==> config.mk <==
export PLATFORM = sky130hd
export DESIGN_NAME = mock_channel
export DESIGN_NICKNAME = d
export VERILOG_FILES = /design/src/rtl/mock_channel.sv
export SDC_FILE = /design/constraint.sdc
export NUM_CORES = 1
export LEC_CHECK = 0
export ABC_AREA = 1
export CAP_MARGIN = 20
export CORE_ASPECT_RATIO = 0.75
export CORE_MARGIN = 2
export CORE_UTILIZATION = 47
export CTS_BUF_LIST = sky130_fd_sc_hd__clkbuf_4 sky130_fd_sc_hd__clkbuf_8
export CTS_CLUSTER_SIZE = 20
export DETAILED_ROUTE_END_ITERATION = 6
export GPL_ROUTABILITY_DRIVEN = 1
export PLACE_DENSITY = 0.81
export REMOVE_ABC_BUFFERS = 1
export SYNTH_ARGS = -nofsm -noshare
export SYNTH_HDL_FRONTEND = slang
export SYNTH_SLANG_ARGS = --single-unit
==> constraint.sdc <==
create_clock -name clk -period 2.11 [get_ports clk]
set_clock_uncertainty 0.1 [all_clocks]
set_input_delay 0.422 -clock clk [delete_from_list [all_inputs] [get_ports clk]]
set_output_delay 0.422 -clock clk [all_outputs]
set_load 0.05 [all_outputs]
==> src/rtl/mock_channel.sv <==
`default_nettype none
// ============================================================================
// mock_channel : selector-channel sequencer driving a CU over tagged bus I/O
// Revision     : 1.0
// ============================================================================
module mock_channel #(
   parameter logic [15:0] TIMEOUT = 16'd1024
) (
   input  logic        clk,
   input  logic        reset,
   output logic [7:0]  bus_out,
   output logic        bus_out_parity,
   input  logic [7:0]  bus_in,
   input  logic        bus_in_parity,
   output logic        operational_out,
   output logic        address_out,
   output logic        command_out,
   output logic        service_out,
   output logic        select_out,
   output logic        hold_out,
   output logic        suppress_out,
   input  logic        operational_in,
   input  logic        address_in,
   input  logic        status_in,
   input  logic        service_in,
   input  logic        select_in,
   input  logic        request_in,
   input  logic        start,
   input  logic [7:0]  dev_addr,
   input  logic [7:0]  cmd,
   input  logic [15:0] byte_count,
   input  logic [7:0]  wr_data,
   input  logic        wr_valid,
   output logic        wr_ready,
   output logic [7:0]  rd_data,
   output logic        rd_valid,
   output logic        busy,
   output logic        done,
   output logic [7:0]  status,
   output logic [15:0] residual,
   output logic        err_short_busy,
   output logic        err_no_device,
   output logic        err_addr_mismatch,
   output logic        err_timeout,
   output logic        err_parity
);

   typedef enum logic [3:0] {
      S_IDLE        = 4'd0,
      S_ADDR        = 4'd1,
      S_SEL_WAIT    = 4'd2,
      S_SHORT_BUSY  = 4'd3,
      S_ADDR_IN     = 4'd4,
      S_CMD         = 4'd5,
      S_INIT_STATUS = 4'd6,
      S_INIT_ACK    = 4'd7,
      S_DATA        = 4'd8,
      S_DATA_ACK    = 4'd9,
      S_STOP        = 4'd10,
      S_END_STATUS  = 4'd11,
      S_END_ACK     = 4'd12,
      S_END_DROP    = 4'd13,
      S_ABORT       = 4'd14,
      S_DONE        = 4'd15
   } state_t;

   localparam int c_E_SB  = 4;
   localparam int c_E_ND  = 3;
   localparam int c_E_AM  = 2;
   localparam int c_E_TO  = 1;
   localparam int c_E_PAR = 0;

   state_t      r_state, w_state_nxt;
   logic [7:0]  r_bus_out, w_bus_out_nxt;
   logic        r_addr_tag, w_addr_tag_nxt;
   logic        r_cmd_tag, w_cmd_tag_nxt;
   logic        r_svc_tag, w_svc_tag_nxt;
   logic        r_sel_tag, w_sel_tag_nxt;
   logic        r_hold_tag, w_hold_tag_nxt;
   logic [7:0]  r_dev_addr, w_dev_addr_nxt;
   logic [7:0]  r_cmd, w_cmd_nxt;
   logic [7:0]  r_status, w_status_nxt;
   logic [15:0] r_residual, w_residual_nxt;
   logic [7:0]  r_rd_data, w_rd_data_nxt;
   logic        r_rd_valid, w_rd_valid_nxt;
   logic [4:0]  r_err, w_err_nxt;
   logic [15:0] r_wdog, w_wdog_nxt;

   logic w_par_err, w_is_write, w_is_read, w_stop_status, w_wait_state, w_unused;

   // Odd parity: a correct byte+parity has an odd number of ones
   assign w_par_err     = ~(^{bus_in, bus_in_parity});
   assign w_is_write    = (r_cmd == 8'h01);
   assign w_is_read     = (r_cmd == 8'h02);
   assign w_stop_status = r_status[4] | (r_status[3] & r_status[2]) | r_status[1];
   assign w_unused      = request_in;

   always_comb begin
      w_wait_state = 1'b1;
      case (r_state)
         S_IDLE, S_ADDR, S_END_DROP, S_ABORT, S_DONE: w_wait_state = 1'b0;
         default:                                     w_wait_state = 1'b1;
      endcase
   end

   always_comb begin
      w_state_nxt    = r_state;
      w_bus_out_nxt  = r_bus_out;
      w_addr_tag_nxt = r_addr_tag;
      w_cmd_tag_nxt  = r_cmd_tag;
      w_svc_tag_nxt  = r_svc_tag;
      w_sel_tag_nxt  = r_sel_tag;
      w_hold_tag_nxt = r_hold_tag;
      w_dev_addr_nxt = r_dev_addr;
      w_cmd_nxt      = r_cmd;
      w_status_nxt   = r_status;
      w_residual_nxt = r_residual;
      w_rd_data_nxt  = r_rd_data;
      w_rd_valid_nxt = 1'b0;
      w_err_nxt      = r_err;
      w_wdog_nxt     = 16'd0;
      case (r_state)
         S_IDLE: begin
            if (start) begin
               w_dev_addr_nxt = dev_addr;
               w_cmd_nxt      = cmd;
               w_residual_nxt = byte_count;
               w_err_nxt      = 5'd0;
               w_bus_out_nxt  = dev_addr;
               w_addr_tag_nxt = 1'b1;
               w_state_nxt    = S_ADDR;
            end
         end
         S_ADDR: begin
            w_sel_tag_nxt  = 1'b1;
            w_hold_tag_nxt = 1'b1;
            w_state_nxt    = S_SEL_WAIT;
         end
         S_SEL_WAIT: begin
            if (operational_in) begin
               w_addr_tag_nxt = 1'b0;
               w_state_nxt    = S_ADDR_IN;
            end else if (status_in) begin
               w_status_nxt       = bus_in;
               w_err_nxt[c_E_SB]  = 1'b1;
               w_err_nxt[c_E_PAR] = r_err[c_E_PAR] | w_par_err;
               w_svc_tag_nxt      = 1'b1;
               w_sel_tag_nxt      = 1'b0;
               w_hold_tag_nxt     = 1'b0;
               w_addr_tag_nxt     = 1'b0;
               w_state_nxt        = S_SHORT_BUSY;
            end else if (select_in) begin
               w_err_nxt[c_E_ND] = 1'b1;
               w_addr_tag_nxt    = 1'b0;
               w_cmd_tag_nxt     = 1'b0;
               w_svc_tag_nxt     = 1'b0;
               w_sel_tag_nxt     = 1'b0;
               w_hold_tag_nxt    = 1'b0;
               w_state_nxt       = S_DONE;
            end
         end
         S_SHORT_BUSY: begin
            if (!status_in) begin
               w_svc_tag_nxt = 1'b0;
               w_state_nxt   = S_DONE;
            end
         end
         S_ADDR_IN: begin
            if (address_in) begin
               w_err_nxt[c_E_PAR] = r_err[c_E_PAR] | w_par_err;
               if (bus_in != r_dev_addr) begin
                  w_err_nxt[c_E_AM] = 1'b1;
                  w_state_nxt       = S_ABORT;
               end else begin
                  w_bus_out_nxt = r_cmd;
                  w_cmd_tag_nxt = 1'b1;
                  w_state_nxt   = S_CMD;
               end
            end
         end
         S_CMD: begin
            if (!address_in) begin
               w_cmd_tag_nxt = 1'b0;
               w_state_nxt   = S_INIT_STATUS;
            end
         end
         S_INIT_STATUS, S_END_STATUS: begin
            if (status_in) begin
               w_status_nxt       = bus_in;
               w_err_nxt[c_E_PAR] = r_err[c_E_PAR] | w_par_err;
               w_svc_tag_nxt      = 1'b1;
               w_state_nxt        = (r_state == S_INIT_STATUS) ? S_INIT_ACK : S_END_ACK;
            end
         end
         S_INIT_ACK: begin
            if (!status_in) begin
               w_svc_tag_nxt = 1'b0;
               if (w_stop_status)
                  w_state_nxt = S_END_DROP;
               else if (w_is_write || w_is_read)
                  w_state_nxt = S_DATA;
               else
                  w_state_nxt = S_END_STATUS;
            end
         end
         S_DATA: begin
            if (service_in) begin
               if (r_residual == 16'd0) begin
                  w_cmd_tag_nxt = 1'b1;
                  w_state_nxt   = S_STOP;
               end else if (w_is_write) begin
                  if (wr_valid) begin
                     w_bus_out_nxt  = wr_data;
                     w_svc_tag_nxt  = 1'b1;
                     w_residual_nxt = r_residual - 16'd1;
                     w_state_nxt    = S_DATA_ACK;
                  end
               end else begin
                  w_rd_data_nxt      = bus_in;
                  w_rd_valid_nxt     = 1'b1;
                  w_err_nxt[c_E_PAR] = r_err[c_E_PAR] | w_par_err;
                  w_svc_tag_nxt      = 1'b1;
                  w_residual_nxt     = r_residual - 16'd1;
                  w_state_nxt        = S_DATA_ACK;
               end
            end else if (status_in) begin
               // CU ended the transfer early; END_STATUS picks up this status
               w_state_nxt = S_END_STATUS;
            end
         end
         S_DATA_ACK: begin
            if (!service_in) begin
               w_svc_tag_nxt = 1'b0;
               w_state_nxt   = S_DATA;
            end
         end
         S_STOP: begin
            if (!service_in) begin
               w_cmd_tag_nxt = 1'b0;
               w_state_nxt   = S_END_STATUS;
            end
         end
         S_END_ACK: begin
            if (!status_in) begin
               w_svc_tag_nxt = 1'b0;
               w_state_nxt   = S_END_DROP;
            end
         end
         S_END_DROP: begin
            w_sel_tag_nxt  = 1'b0;
            w_hold_tag_nxt = 1'b0;
            w_state_nxt    = S_DONE;
         end
         S_ABORT: begin
            w_addr_tag_nxt = 1'b0;
            w_cmd_tag_nxt  = 1'b0;
            w_svc_tag_nxt  = 1'b0;
            w_sel_tag_nxt  = 1'b0;
            w_hold_tag_nxt = 1'b0;
            w_state_nxt    = S_DONE;
         end
         S_DONE:  w_state_nxt = S_IDLE;
         default: w_state_nxt = S_IDLE;
      endcase

      // Watchdog only fires when the current wait state saw no progress
      if (w_wait_state && (w_state_nxt == r_state) && (r_wdog >= TIMEOUT - 16'd1)) begin
         w_err_nxt[c_E_TO] = 1'b1;
         w_state_nxt       = S_ABORT;
      end
      if (w_wait_state && (w_state_nxt == r_state))
         w_wdog_nxt = r_wdog + 16'd1;
   end

   always_ff @(posedge clk or negedge reset) begin
      if (!reset) begin
         r_state    <= S_IDLE;
         r_bus_out  <= 8'd0;
         r_addr_tag <= 1'b0;
         r_cmd_tag  <= 1'b0;
         r_svc_tag  <= 1'b0;
         r_sel_tag  <= 1'b0;
         r_hold_tag <= 1'b0;
         r_dev_addr <= 8'd0;
         r_cmd      <= 8'd0;
         r_status   <= 8'd0;
         r_residual <= 16'd0;
         r_rd_data  <= 8'd0;
         r_rd_valid <= 1'b0;
         r_err      <= 5'd0;
         r_wdog     <= 16'd0;
      end else begin
         r_state    <= w_state_nxt;
         r_bus_out  <= w_bus_out_nxt;
         r_addr_tag <= w_addr_tag_nxt;
         r_cmd_tag  <= w_cmd_tag_nxt;
         r_svc_tag  <= w_svc_tag_nxt;
         r_sel_tag  <= w_sel_tag_nxt;
         r_hold_tag <= w_hold_tag_nxt;
         r_dev_addr <= w_dev_addr_nxt;
         r_cmd      <= w_cmd_nxt;
         r_status   <= w_status_nxt;
         r_residual <= w_residual_nxt;
         r_rd_data  <= w_rd_data_nxt;
         r_rd_valid <= w_rd_valid_nxt;
         r_err      <= w_err_nxt;
         r_wdog     <= w_wdog_nxt;
      end
   end

   assign bus_out           = r_bus_out;
   assign bus_out_parity    = ~^r_bus_out;
   assign operational_out   = reset;
   assign suppress_out      = 1'b0;
   assign address_out       = r_addr_tag;
   assign command_out       = r_cmd_tag;
   assign service_out       = r_svc_tag;
   assign select_out        = r_sel_tag;
   assign hold_out          = r_hold_tag;
   assign wr_ready          = (r_state == S_DATA) && service_in && w_is_write && (r_residual != 16'd0);
   assign rd_data           = r_rd_data;
   assign rd_valid          = r_rd_valid;
   assign busy              = (r_state != S_IDLE);
   assign done              = (r_state == S_DONE);
   assign status            = r_status;
   assign residual          = r_residual;
   assign err_short_busy    = r_err[c_E_SB];
   assign err_no_device     = r_err[c_E_ND];
   assign err_addr_mismatch = r_err[c_E_AM];
   assign err_timeout       = r_err[c_E_TO];
   assign err_parity        = r_err[c_E_PAR];

endmodule
`default_nettype wire

* After elaboration in Yosys (flattened, before gate mapping) *
Index checks and enable logic that the tools add are counted.

cells by class
  add/sub/neg operators = 2
  $lt $le $gt $ge = 1
  equality and inequality tests = 42
  mux-type cells = 88
  bitwise logic cells = 7
  reduce and logical (&&, ||, !) cells = 43

operator list
  operator                                                                 number
  16-bit two-way mux                                                       6
  4-bit two-way mux                                                        20
  8-bit two-way mux                                                        9
  4-bit one-hot mux with 14 select lines                                   1
  1-bit two-way mux                                                        38
  2-bit inequality test, second input constant                             19
  4-bit equality test, second input constant                               8
  16-bit one-hot mux with 2 select lines                                   1
  8-bit one-hot mux with 3 select lines                                    1
  16-bit by 1-bit adder with 16-bit output, second input constant          1
  4-bit by 3-bit equality test with 1-bit output, second input constant    4
  16-bit by 10-bit >= comparator with 1-bit output, second input constant  1
  16-bit zero test                                                         1
  8-bit one-hot mux with 2 select lines                                    1
  16-bit nonzero test                                                      1
  16-bit by 1-bit subtractor with 16-bit output, second input constant     1
  1-bit one-hot mux with 6 select lines                                    2
  4-bit AND reduction                                                      3
  2-bit nonzero test                                                       6
  6-bit nonzero test                                                       2
  10-bit AND reduction                                                     1
  5-bit AND reduction                                                      2
  9-bit AND reduction                                                      1
  3-bit nonzero test                                                       3
  other kinds (32)                                                         50

word-level totals
  bits in registers = 86
  bits of input ports = 59
  output and inout bits = 57
  word-level logic and storage cells = 201

* Longest topological paths before layout *
Gate-level depths: netlist (run 1).

  depth after elaboration = 13
  gate-level depth with buffers = 21

* Worst setup path after synthesis (run 1) *
OpenSTA, ideal clock, no wires.

  path kind = register to register
  start = register r_residual[0] (netlist: residual[0])
  end = register r_residual[8] (netlist: residual[8])
  data arrival time = 2.245 ns
  data required time = 1.889 ns
  path slack = -0.356 ns
  cell stages (with the launch flop) = 13
  buffers on the path = 1
  period minus slack after synthesis = 2.466 ns
  path through = dfrtp_1 > inv_1 > ha_1 > nand2_1 > nor2_1 > nand2_1 > nor2_1 > inv_1 > nand2_1 > nor3_1 > clkbuf_1 > o21ai_0 > a22o_1

between the ends
  word-level cells in the longest chain between the ends = 6
  elaborated cells on any way between the ends = 9

RTL lines
  item                                           line      text
  start, declared                                83        logic [15:0] r_residual, w_residual_nxt;
  start signal, assigned                         303       r_residual <= w_residual_nxt;
  16-bit by 1-bit subtractor with 16-bit output  215, 223
  16-bit two-way mux                             212       if (wr_valid) begin
  16-bit two-way mux                             211       end else if (w_is_write) begin
  16-bit two-way mux                             208       if (r_residual == 16'd0) begin
  16-bit two-way mux                             207       if (service_in) begin
  16-bit one-hot mux with 2 select lines         122       case (r_state)

Parallel ways exist; a longest one is shown, timed or not. The select of a mux whose other input is x is not followed.
A chain may end at the register's enable or synchronous reset.

* Worst setup path after layout (run 1) *
  start = register r_state[3]
  end = register r_wdog[8]

between the ends
  word-level cells in the longest chain between the ends = 12
  elaborated cells on any way between the ends = 46

RTL lines
  item                                    line  text
  start, declared                         73    state_t r_state, w_state_nxt;
  start signal, assigned                  293   r_state <= w_state_nxt;
  4-bit two-way mux                       212
  4-bit two-way mux                       211
  4-bit two-way mux                       208
  4-bit two-way mux                       207
  4-bit one-hot mux with 14 select lines  122
  4-bit equality test                     267   if (w_wait_state && (w_state_nxt == r_state) && (r_wdog >= TIMEOUT - 16'd1)) begin
  1-bit logical AND (2 in a row)          267
  4-bit two-way mux *                     267
  net w_state_nxt[3]                      73
  4-bit equality test *                   271   if (w_wait_state && (w_state_nxt == r_state))
  1-bit logical AND *                     271
  16-bit two-way mux *                    271
  net w_wdog_nxt[8]                       87    logic [15:0] r_wdog, w_wdog_nxt;
  end signal, assigned                    307   r_wdog <= w_wdog_nxt;
  end, declared                           87

The timed path passes the listed nets; every way through them passes the cells marked *.

==> results of run 1 <==
==> state kept, by name (all words and copies together), names as in the netlist, 5 cells and up <==
signal and flops:
residual 16, r_dev_addr 8, r_wdog 16, status 8, r_cmd 8, bus_out 8
rd_data 8, r_err 5
==> per-layer routing <==
layer / GRT usage [%] / up-vias
li1: - / 2812
met1: 42.0 / 3002
met2: 54.6 / 412
met3: 6.18 / 94
met4: 9.64 / 0
met5: 0 / -
==> worst reg2reg max path: cells and delay by family (launching register included) <==
kind                   cells  cell delay [ns]
AO/OA/AOI/OAI              2             0.33
buffers and inverters      3             0.38
flip-flops                 1             0.50
AND/OR/NAND/NOR           12             1.16
==> through the flow <==
stage | total power (uW) | TNS (ns) | worst slack, ns
after floorplan | 7910 | -40.51 | -1.37
after global placement | 11800 | -20.09 | -0.655
after detailed placement | 12000 | -22.86 | -0.778
after CTS | 14200 | -8.14 | -0.331
after global routing | 16800 | -18.49 | -0.536
final | 16000 | -12.52 | -0.404
==> repair_timing <==
item	4_1_cts	5_1_grt
resized for setup	84	131
gates cloned	2	3
buffers inserted	19	22
setup endpoints to repair	74	76
pin swaps	22	42
==> cell type report <==
cell class / count / share of cell area [%]
multi-input combinational: 511 / 36.2
timing repair buffer: 300 / 30.8
sequential: 86 / 24.8
inverter: 77 / 3.51
tap: 136 / 1.95
clock buffer: 11 / 1.67
clock inverter: 5 / 1.02
==> cell usage after synthesis, types with 3 or more instances <==
master    count  area [um2]
nand4_1       4        25.0
o31ai_1       3        22.5
nand2_4       6        67.6
xnor2_1      14         123
o21a_1        8        60.1
dfrtp_1      86        2150
nand2_2       9        56.3
a21oi_1      17        85.1
clkbuf_1     11        41.3
ha_1          3        37.5
nand3_1      39         195
nor2_1       80         300
a41oi_1       7        61.3
nand2_1     179         672
inv_1        66         248
o21ai_0      48         240
buf_4         7        52.6
o211ai_1      3        22.5
inv_2         9        33.8
o22ai_1       6        37.5
nor2_2       21         131
nor2_4        5        56.3
xor2_1       13         114
nor3_1       10        50.1
o21ai_1       7        35.0
==> cells by family (layout without fill, tap and decap cells) <==
family                     Yosys count  in the layout  synth area share [%]
adders and majority gates            3              3                 0.732
xor gates and xnor gates            27             27                  4.61
other                                1              7                0.0731
AOI/OAI and AO/OA                  110            110                  12.8
DFF                                 86             86                  42.0
and+or+nand+nor                    363            364                  31.9
buffers and inverters               98            393                  7.93
==> worst paths after layout <==
check	end	from	cells after the start
hold reg to reg	rd_data[0]$_DFFE_PN0P_	rd_data[0]$_DFFE_PN0P_	1
setup reg to reg	r_wdog[8]$_DFF_PN0_	r_state[3]$_DFF_PN0_	17
setup / recovery	r_wdog[8]$_DFF_PN0_	r_state[3]$_DFF_PN0_	17
hold / removal	r_err[4]$_DFFE_PN0P_	reset	2
max in group asynchronous	bus_out[4]$_DFFE_PN0P_	reset	2
min in group clk	rd_data[0]$_DFFE_PN0P_	rd_data[0]$_DFFE_PN0P_	1
==> power by group through the flow <==
stage | combinational, uW | sequential [uW] | clock (uW)
2_1_floorplan | 3480 | 4430 | 0
3_3_place_gp | 9040 | 2780 | 0
3_5_place_dp | 9220 | 2820 | 0
4_1_cts | 9970 | 2810 | 1410
5_1_grt | 12300 | 2980 | 1480
6_report | 11700 | 2930 | 1420
==> summary.md, run 1 <==
| Metric | Value |
|---|---|
| Outcome | `finished with violations` |
| Failing checks | `hold timing, setup timing` |
| Sequential area share after synthesis | `42.0%` |
| Critical Path AT | `2.74 ns` |
| Max_cap viols | `0` |
| CP Capture Type | `flip-flop` |
| Sequential Power Share | `18.3%` |
| Async SR Flop Fraction | `100%` |
| NumNets Final | `1,047` |
| Iteration-0 DRC count of the detailed router | `592` |
| Met2 wire length | `9750 um` |
| Metal3 WL | `1820 um` |
| Core area | `10,500 um2` |
| Setup ws final | `-0.404 ns` |
| Syn Std Cell Area | `5130 um2` |
| Uppermost layer routed | `met4` |
| Clock share of power | `8.8%` |
| Die Footprint | `11,800 um2` |
| CTS root buf | `clkbuf_8` |
| Syn_area_per_cell | `7.46 um2` |
| Layout cells sized above 1 | `40.2%` |
| First drt pass iteration count | `7` |
| Max stage delay cell, worst path | `dfrtp_2` |
| Die width | `125 um` |
| Post-synth EDFFs | `0` |
| Sw frac | `50.7%` |
| Max_slew headroom | `64.7%` |
| Final instance area | `8710 um2` |
| Slew @ Worst Pin | `0.529 ns` |
| H-tree levels | `3` |
| N_diodes | `0` |
| Wire length on met1 | `7950 um` |
| DR vias | `6,320` |
| Tcrit/Tclk final | `119%` |
| Crit path max fanout | `6` |
| Vias in the first global route | `5,964` |
| Routability congestion estimate | `0.911` |
| Post-DP HPWL | `12,800 um` |
| Die Y | `94.5 um` |
| Pint | `7910 uW` |
| Critical path required time | `2.33 ns` |
| Drt via density | `5.61` |
| VDD IR max | `3160 uV` |
| NetSw | `8120 uW` |
| Routed WL per cell | `18.1 um` |
| Initial antenna violation count | `0` |
| First-pass GRT wire length | `30,200 um` |
| CP top delay family | `simple AND/OR/NAND/NOR gates` |
| PD cells | `1840 nW/um2` |
| Synth Warn # | `0` |
| Area growth, synth to finish | `69.8%` |
| Global Route Usage Sum | `32.0%` |
| Final wirelength | `20,400 um` |
| Final hold violation count | `13` |
| Residual DRC | `0` |
| Post-route non-filler standard cell count | `1,126` |
| Post-CTS Hold Fix Bufs | `0` |
| Final core utilization | `83.3%` |
| Worst-Skew Late Latency | `0.38 ns` |
| Maximum clock path buffer count | `2` |
| Leakage | `0.00431 uW` |
| Most frequent cells in the layout | `buf_4 (185), nand2_1 (152), dfrtp_1 (79), nor2_1 (58)` |
| Flop2flop setup slack | `-0.40 ns` |
| Combinational share of power | `72.9%` |
| # fillers | `620` |
| Most common cell after layout, fill and taps aside | `buf_4` |
| Final setup viols | `63` |
| Fin crit period | `2.51 ns` |
| CP Cell Sequence | `inv_4 > buf_6 > nand2_2 > buf_4 > o31ai_1 > a21oi_1 > nand2_1 > nand2_1 > nand3_2 > nor2_4 > nand2_4 > nand2_2 > nand2_2 > nand2_2 > nor2_4 > nand2_4 > nor2_2` |
| Post-DRT Antenna Nets | `0` |
| Unique cell type count in the Yosys netlist | `45` |
| TritonCTS clock tree | `built` |
| Placed instance area | `7430 um2` |
| Flip-flop and latch area | `2160 um2` |
| Clock Sinks | `86` |
| Synthesized flop and latch total | `86` |
| IO Pins | `116` |
| CTS Buf Count | `9` |
| Hold WS | `-0.0338 ns` |
| CP Buf/Inv Count | `3` |
| Worst path most repeated cell | `nand2_2` |
| Row count | `32` |
| IO Port Bufs | `113` |
| FMAX | `398 MHz` |
| RSZ-0062 raised after global routing | `true` |
| Worst stage delay on the critical path | `0.50 ns` |
| Hold WC Path Type | `input pin to asynchronous set/reset pin` |
| Starting Density | `49.1%` |
| Largest net degree at the start of global routing | `87` |
| Predominant post-synthesis flop cell | `dfrtp_1` |
| CP Class | `flip-flop to flip-flop` |
| Slew Limit Fails | `0` |
| Dpl cells | `1,065` |
| Clock slew at reported path FFs | `0.10 ns` |
| GRT overflow | `0` |
| Synth Instances | `688` |
| Footprint of the multi-input gates | `3150 um2` |
| Critical Path Start Type | `flip-flop` |
Power figures use the tool's default switching activity.
==> run 2: changes to the inputs <==
--- a/config.mk
+++ b/config.mk
@@ -19,3 +19,4 @@
 export SYNTH_ARGS = -nofsm -noshare
 export SYNTH_HDL_FRONTEND = slang
 export SYNTH_SLANG_ARGS = --single-unit
+export TNS_END_PERCENT = 50
==> run 2 against run 1 <==
  * The run still ends with hold timing, setup timing left
  * Sequential share of layout area increased by 0.76 points
  * Combinational power decreased by 6%
  * Routed wire length decreased by 1.5%
  * Via count decreased by 2.7%
  * Fmax increased by 0.12%
  * Hold slack got worse by 0.0066 ns
  * Flip-flop and latch count unchanged
  * Core utilization decreased by 2.6 points
  * Setup slack improved by 0.0029 ns
  * Cell area decreased by 3.1%
  * Largest power group unchanged
==> summary.md, run 2 (synthesis results as in run 1) <==
| Metric | Value |
|---|---|
| Post-place setup slack | `-0.778 ns` |
| # fillers | `681` |
| Vias in the first global route | `5,920` |
| Critical path required time | `2.32 ns` |
| Iteration-0 DRC count of the detailed router | `617` |
| First-pass GRT wire length | `29,900 um` |
| Initial antenna violation count | `0` |
| Drt via density | `5.56` |
| FMAX | `398 MHz` |
| NetSw | `7830 uW` |
| DR vias | `6,150` |
| Fin crit period | `2.51 ns` |
| Max stage delay cell, worst path | `dfrtp_2` |
| Routability congestion estimate | `0.911` |
| Slew Limit Fails | `0` |
| Post-DRT Antenna Nets | `0` |
| Max_slew headroom | `64.4%` |
| Hold WS | `-0.0404 ns` |
| Tcrit/Tclk final | `119%` |
| NumNets Final | `1,028` |
| IO Port Bufs | `113` |
| Failing checks | `hold timing, setup timing` |
| Core area | `10,500 um2` |
| Final wirelength | `20,000 um` |
| H-tree levels | `3` |
| Critical Path Start Type | `flip-flop` |
| Sequential Power Share | `18.9%` |
| GRT overflow | `0` |
| VDD IR max | `3130 uV` |
| IO Pins | `116` |
| Most common cell after layout, fill and taps aside | `buf_4` |
| Hold WC Path Type | `input pin to asynchronous set/reset pin` |
| Area growth, synth to finish | `64.5%` |
| PD cells | `1810 nW/um2` |
| Global Route Usage Sum | `31.7%` |
| Final hold violation count | `15` |
| Design Power | `15,300 uW` |
| Die width | `125 um` |
| Sw frac | `51.2%` |
| Slew @ Worst Pin | `0.533 ns` |
| Post-DP HPWL | `12,800 um` |
| CTS Buf Count | `9` |
| Combinational share of power | `71.8%` |
| Largest net degree at the start of global routing | `87` |
| RSZ-0062 raised after global routing | `true` |
| CP Class | `flip-flop to flip-flop` |
| CTS root buf | `clkbuf_8` |
| TritonCTS clock tree | `built` |
| Critical Path AT | `2.72 ns` |
| Outcome | `finished with violations` |
| Clock share of power | `9.3%` |
| Crit path max fanout | `6` |
| Leakage | `0.00418 uW` |
| Die Y | `94.5 um` |
| Clock slew at reported path FFs | `0.10 ns` |
| N_diodes | `0` |
| Die Footprint | `11,800 um2` |
| Clock Sinks | `86` |
| Max_cap viols | `0` |
| First drt pass iteration count | `6` |
| CP Cell Sequence | `nor2_4 > inv_2 > nor2_4 > inv_2 > nor2_2 > buf_6 > o21bai_2 > nand2_1 > nand2_2 > nor2_4 > nand2_4 > nand2_2 > nand2_2 > nand2_2 > nor2_4 > nand2_4 > nor2_2` |
| Setup TNS | `-8.89 ns` |
| CP Capture Type | `flip-flop` |
| Worst-Skew Late Latency | `0.38 ns` |
| Routed WL per cell | `18.1 um` |
| Pint | `7470 uW` |
| Residual DRC | `0` |
| Worst stage delay on the critical path | `0.50 ns` |
| Maximum clock path buffer count | `2` |
| Final setup viols | `58` |
| FF-to-FF path depth | `17` |
| Layout cells sized above 1 | `37.5%` |
| Starting Density | `49.1%` |
| Row count | `32` |
| Most frequent cells in the layout | `buf_4 (165), nand2_1 (150), dfrtp_1 (81), nor2_1 (61), inv_1 (60)` |
| Setup ws final | `-0.401 ns` |
## run 2: cell types whose count changed in the layout (fill, tap and decap cells not counted), sizes merged
cell and change:
clkbuf -1, buf -18
## run 2: through the flow
| step | utilization [%] | std cells | instance area [um2] |
|---|---|---|---|
| after floorplan | - | 673 | 5040 |
| after CTS | 76.7 | 1100 | 8010 |
| after global routing | 80.8 | 1107 | 8440 |
| after global placement | 71.1 | 1065 | 7430 |
| after detailed placement | 71.1 | 1065 | 7430 |
| final | 80.8 | 1107 | 8440 |
## run 2: path summary, 6_finish.rpt
path,endpoint,start,slack (ns)
min in group clk,status[6]$_DFFE_PN0P_,bus_in[6],0.39
max in group asynchronous,r_state[2]$_DFF_PN0_,reset,1.50
worst max-delay path,r_wdog[6]$_DFF_PN0_,r_state[0]$_DFF_PN0_,-0.40
worst min-delay path,r_err[3]$_DFFE_PN0P_,reset,-0.04
worst min register to register,rd_data[0]$_DFFE_PN0P_,rd_data[0]$_DFFE_PN0P_,0.40
worst max register to register,r_wdog[6]$_DFF_PN0_,r_state[0]$_DFF_PN0_,-0.40
## run 2: final cells by class
| type | instances | area (um2) | share of cell area (%) |
|---|---|---|---|
| Multi-Input combinational cell | 511 | 3050 | 36.1 |
| Timing Repair Buffer | 281 | 2520 | 29.9 |
| Sequential cell | 86 | 2160 | 25.6 |
| Inverter | 77 | 303 | 3.59 |
| Tap cell | 136 | 170 | 2.02 |
| Clock buffer | 11 | 145 | 1.72 |
| Clock inverter | 5 | 88.8 | 1.05 |
## run 2: power groups by stage
stage / sequential [uW] / clock, uW / combinational, uW
after global routing: 2950 / 1490 / 11600
after floorplan: 4430 / 0 / 3480
final: 2900 / 1420 / 11000
after CTS: 2820 / 1410 / 9940
after detailed placement: 2820 / 0 / 9220
after global placement: 2780 / 0 / 9040
## run 2: layer usage
metal | wire (um) | GRT usage [%]
met3 | 1610 | 6.12
met4 | 541 | 9.46
met2 | 9750 | 53.8
met5 | 0 | 0
met1 | 8140 | 41.7
## run 2: critical path, delay by kind of cell, from the launching register on
| kind | cells | cell delay [ns] |
|---|---|---|
| AO/OA/AOI/OAI | 1 | 0.13 |
| buffers and inverters | 3 | 0.29 |
| flip-flops | 1 | 0.50 |
| AND/OR/NAND/NOR | 13 | 1.40 |
## run 2: repair_timing
action | CTS | global route
buffers inserted | 18 | 10
pin swaps | 20 | 43
setup endpoints to repair | 74 | 76
hold buffers | 0 | 0
gates cloned | 2 | 0
gates resized for setup | 78 | 113
